$ cat src/rtl/prog_loader.sv
// Boot-time program loader: parses framed byte stream, assembles LE 32-bit words,
// writes them to instruction/data memory, and finally releases the CPU.
module prog_loader #(
    parameter int unsigned ADDR_W = 12
) (
    input  logic              clk,
    input  logic              rst_n,
    input  logic              in_valid,
    input  logic [7:0]        in_data,
    output logic              in_ready,
    output logic              mem_we,
    output logic              mem_sel,
    output logic [ADDR_W-1:0] mem_addr,
    output logic [31:0]       mem_wdata,
    output logic              cpu_run,
    output logic              busy,
    output logic              err
);

    localparam logic [7:0] CMD_IM  = 8'hA0;
    localparam logic [7:0] CMD_DM  = 8'hA1;
    localparam logic [7:0] CMD_RUN = 8'hF0;

    typedef enum logic [2:0] {
        S_IDLE,
        S_ADDR0,
        S_ADDR1,
        S_CNT0,
        S_CNT1,
        S_DATA,
        S_CSUM,
        S_RUN
    } state_t;

    state_t            state;
    logic [7:0]        addr_lo;
    logic [7:0]        cnt_lo;
    logic [15:0]       cnt;
    logic [15:0]       word_cnt;
    logic [1:0]        lane;
    logic [23:0]       word_buf;
    logic [7:0]        csum;
    logic [ADDR_W-1:0] waddr;

    logic        accept;
    logic [15:0] word_cnt_inc;
    logic [15:0] cnt_rx;

    assign accept       = in_valid && in_ready;
    assign word_cnt_inc = word_cnt + 16'd1;
    assign cnt_rx       = {in_data, cnt_lo};

    // Frame parser; all outputs are registered alongside the state.
    always_ff @(posedge clk) begin
        if (!rst_n) begin
            state     <= S_IDLE;
            addr_lo   <= 8'd0;
            cnt_lo    <= 8'd0;
            cnt       <= 16'd0;
            word_cnt  <= 16'd0;
            lane      <= 2'd0;
            word_buf  <= 24'd0;
            csum      <= 8'd0;
            waddr     <= '0;
            in_ready  <= 1'b1;
            mem_we    <= 1'b0;
            mem_sel   <= 1'b0;
            mem_addr  <= '0;
            mem_wdata <= 32'd0;
            cpu_run   <= 1'b0;
            busy      <= 1'b0;
            err       <= 1'b0;
        end else begin
            mem_we <= 1'b0;
            if (accept) begin
                case (state)
                    S_IDLE: begin
                        if (in_data == CMD_IM || in_data == CMD_DM) begin
                            mem_sel <= in_data[0];
                            csum    <= 8'd0;
                            busy    <= 1'b1;
                            state   <= S_ADDR0;
                        end else if (in_data == CMD_RUN) begin
                            cpu_run  <= 1'b1;
                            in_ready <= 1'b0;
                            state    <= S_RUN;
                        end else begin
                            err <= 1'b1;
                        end
                    end
                    S_ADDR0: begin
                        addr_lo <= in_data;
                        state   <= S_ADDR1;
                    end
                    S_ADDR1: begin
                        waddr <= ADDR_W'({in_data, addr_lo});
                        state <= S_CNT0;
                    end
                    S_CNT0: begin
                        cnt_lo <= in_data;
                        state  <= S_CNT1;
                    end
                    S_CNT1: begin
                        cnt      <= cnt_rx;
                        word_cnt <= 16'd0;
                        lane     <= 2'd0;
                        state    <= (cnt_rx == 16'd0) ? S_CSUM : S_DATA;
                    end
                    S_DATA: begin
                        csum <= csum ^ in_data;
                        lane <= lane + 2'd1;
                        // Bytes shift in from the top so lane 0 ends up least significant.
                        if (lane == 2'd3) begin
                            mem_we    <= 1'b1;
                            mem_addr  <= waddr;
                            mem_wdata <= {in_data, word_buf};
                            waddr     <= waddr + ADDR_W'(1);
                            word_cnt  <= word_cnt_inc;
                            if (word_cnt_inc == cnt) begin
                                state <= S_CSUM;
                            end
                        end else begin
                            word_buf <= {in_data, word_buf[23:8]};
                        end
                    end
                    S_CSUM: begin
                        if (in_data != csum) begin
                            err <= 1'b1;
                        end
                        busy  <= 1'b0;
                        state <= S_IDLE;
                    end
                    S_RUN: begin
                        state <= S_RUN;
                    end
                    default: begin
                        state <= S_IDLE;
                    end
                endcase
            end
        end
    end

endmodule

$ cat config.mk
export PLATFORM = sky130hd
export DESIGN_NAME = prog_loader
export DESIGN_NICKNAME = d
export VERILOG_FILES = /design/src/rtl/prog_loader.sv
export SDC_FILE = /design/constraint.sdc
export NUM_CORES = 1
export LEC_CHECK = 0
export ABC_AREA = 0
export CAP_MARGIN = 10
export CORE_MARGIN = 5
export CORE_UTILIZATION = 57
export CTS_CLUSTER_DIAMETER = 120
export CTS_CLUSTER_SIZE = 16
export DETAILED_ROUTE_END_ITERATION = 6
export PLACE_DENSITY = 0.79
export SLEW_MARGIN = 20
export SYNTH_ARGS = -nofsm -noshare
export SYNTH_HDL_FRONTEND = slang
export SYNTH_SLANG_ARGS = --single-unit
$ cat constraint.sdc
create_clock -name clk -period 2.8 [get_ports clk]
set_input_delay 0.28 -clock clk [delete_from_list [all_inputs] [get_ports clk]]
set_output_delay 0.28 -clock clk [all_outputs]
set_load 0.02 [all_outputs]
==> flow_summary.ini, run 1 <==
[run_status]
status = finished clean

[detailed_routing]
viasPerCell = 5.89
wl_met3_um = 1180
dr.pass1.iters = 6
wirelength_met1_um = 7340
met2_length_um = 8480
drc_errors = 0
vias = 6158
top_layer_used = met4
first_iter_violations = 604
wl_um = 17400
wire_per_inst_um = 16.6
drtAntennaViolNets = 0

[cts]
cts_root_buffer = clkbuf_16
cts_htree_levels = 4
numClockSinks = 147
cts.hold.buffers_added = 0
cts_buffer_depth = 2
post_cts_buffers = 0
clock_latency_ps = 430
cts_tree = built
cts_buffers = 17
path_clk_slew_ps = 60

[synth]
ys.flop_type = dfxtp_1
synthesis.nets = 857
synth-simple-area-share_pct = 25.2
muxShareOfSynthArea_pct = 2.15
synth_top_area_cell = dfxtp_1
yosysTopAreaCellShare_pct = 45.2
synth_edf_count = 0
synth_top_family_by_area = simple AND/OR/NAND/NOR gates
synth_cell_types = 54
async_flop_share_pct = 0
ys_seq_area_share_pct = 45.2
synthAdderAreaFrac_pct = 0.577
avgSynthCellArea_um2 = 7.72
synth_xor_area_share_pct = 3.36
netlist_area_um2 = 6510
ys_ff_latch = 147
synthCells = 843
yosys-top-cells-area = dfxtp_1 (45%), nand2_1 (12%), a21oi_1 (11%)
yosysWarnings = 0
synth_compound_area_share_pct = 18.4

[global_routing]
grt_overflow = 0
grt_pass1_wl_um = 27800
first_global_vias = 5771
gr-usage-all-layers_pct = 26.0
antenna_found_initial = 0
grt_max_degree = 106

[critical_path]
endpoint = state[0]
slowest_delay_ps = 510
r2r-start = word_cnt[0]
crit_arrival_ps = 2980
crit_path_end_kind = flip-flop
path_class = reg2reg
startpoint = word_cnt[0]
worst_path_max_delay_cell = o41ai_4
startpoint_type = flip-flop
crit_path_cell_trace = ha_2, nand3_4, or3_1, a2111oi_2, nand4_1, o41ai_4, a21oi_1, a41o_1
critPathMaxFanout = 7
required_ps = 3120
rrSetupSlack_ps = 130
reg2reg_depth = 8
r2r-end = state[0]

[timing]
worst_clock_skew_ps = 5.79
fmax_mhz = 375
timing.hold.ws_ps = 453
setup_tns_ps = 0
tightest_slew_ps = 857
setup_viol = 0
period_share_pct = 95.2
final_period_minus_worst_setup_slack_ps = 2670
slew_viol_final = 0
max_slew_margin_pct = 42.8
hold_viol = 0
rsz0062_at_grt = false

[finish]
syn2layout_area_growth_pct = 21.6
most-common-layout-cells = nand2_1 (208), dfxtp_1 (146), a21oi_1 (140)
finalCoreUtilization_pct = 69.9
final_common_cell = nand2_1
drive_above_1_share_pct = 9.30
n_fill_cell = 888
antenna_cells = 0
fin_nets = 904

[floorplan]
rows = 39
die_x_um = 117
start_util_pct = 57.5
die-area_um2 = 13700
fp.dieH_um = 117
io_pins = 61
core_um2 = 11300

[hold_path]
hp-class = reg2reg
hold_depth = 2

[power]
p_clk_share_pct = 45.4
p_int_mw = 3.83
seqPwrFrac_pct = 43.0
power.switching_mw = 1.44
combPwrFrac_pct = 11.6
switching_share_pct = 27.3
p_per_area_nw_per_um2 = 665
max-vdd-ir-drop_mv = 0.533
p_leak_nw = 2.72

[job]
maxCapViolCount = 0

[place]
gp_congestion = 0.916
io_buffers = 60
place_hpwl_um = 11300
critical path, delay by kind of cell, from the launching register on:
kind | cells | cell delay, ps
compound gates | 4 | 1260
fa+ha+maj | 1 | 280
flops | 1 | 340
simple gates | 3 | 690
cells by family after synthesis:
family,Yosys count
XOR/XNOR,25
buffers and inverters,71
adder cells (fa/ha/maj),3
AO/OA/AOI/OAI,215
AND/OR/NAND/NOR,368
flip-flops,147
multiplexers,14
metrics by stage:
step           worst slack [ps]  std cells  area, µm²  total power [mW]
2_1_floorplan               285        843       6510              2.71
3_3_place_gp                195       1014       7280              2.87
3_5_place_dp                101       1014       7280              2.88
4_1_cts                    5.08       1046       7900              5.27
5_1_grt                    27.0       1046       7920              5.45
6_report                    135       1046       7920              5.26
registers in the layout, summed over array words and instances, names as in the netlist, named ones only:
register / cells
csum: 8
mem_addr: 12
cpu_run: 1
state: 2
mem_we: 1
busy: 1
word_buf: 24
in_ready: 1
err: 1
addr_lo: 8
word_cnt: 16
mem_sel: 1
cnt_lo: 8
lane: 2
waddr: 12
mem_wdata: 32
cnt: 16
power groups by stage:
stage | Sequential, mW | Clock (mW) | Combinational, mW
floorplan | 2.27 | 0 | 0.441
global placement | 2.30 | 0 | 0.567
detailed placement | 2.30 | 0 | 0.581
CTS | 2.26 | 2.41 | 0.597
global route | 2.28 | 2.50 | 0.668
finish | 2.26 | 2.39 | 0.610
timing repair:
| action | 4_1_cts | 5_1_grt |
|---|---|---|
| endpoints found under the setup margin | 0 | 2 |
| resized for setup | 0 | 3 |
| hold endpoints to repair | 0 | 0 |
area by class of cell:
type,instances,area [µm²],share of cell area (%)
multi-input cells,625,3260,41.1
flip-flops and latches,147,2940,37.2
repair buffers,94,893,11.3
clock buffers,17,425,5.37
clock inverters,15,196,2.48
well taps,143,179,2.26
inverters,5,20.0,0.253
worst min path at each step:
stage | startpoint | endpoint | slack (ps)
3_5_place_dp | mem_wdata[0] | mem_wdata[0] | 450
3_3_place_gp | word_buf[3] | mem_wdata[3] | 440
6_report | mem_wdata[0] | mem_wdata[0] | 450
4_1_cts | mem_wdata[0] | mem_wdata[0] | 450
2_1_floorplan | word_buf[0] | mem_wdata[0] | 430
5_1_grt | mem_addr[3] | mem_addr[3] | 480
cell usage after synthesis, types with 5 or more instances:
master	count
nand3_1	15
nand3b_1	10
o22ai_1	8
inv_1	5
dfxtp_1	147
a31oi_1	5
or3_1	7
clkbuf_1	49
nand2_1	209
xnor2_1	16
and3_1	6
mux2i_1	14
nand4_1	10
nor3_1	9
a211oi_1	7
xor2_1	9
nor2_1	69
a21oi_1	140
a311oi_1	5
buf_6	7
o21ai_0	36
nor3b_1	5
routing by layer:
layer / global-route usage, % / vias up
met1: 33.3 / 2890
li1: - / 2975
met2: 42.1 / 252
met5: 0 / -
met3: 6.27 / 41
met4: 10.7 / 0
Power figures use the tool's default switching activity.
==> run 2, diff against run 1 <==
--- a/config.mk
+++ b/config.mk
@@ -5,11 +5,9 @@
 export SDC_FILE = /design/constraint.sdc
 export NUM_CORES = 1
 export LEC_CHECK = 0
-export ABC_AREA = 0
 export CAP_MARGIN = 10
 export CORE_MARGIN = 5
 export CORE_UTILIZATION = 57
-export CTS_CLUSTER_DIAMETER = 120
 export CTS_CLUSTER_SIZE = 16
 export DETAILED_ROUTE_END_ITERATION = 6
 export PLACE_DENSITY = 0.79
==> results of run 2 <==
The final DEF is identical to that of run 1; final timing and power are the same.
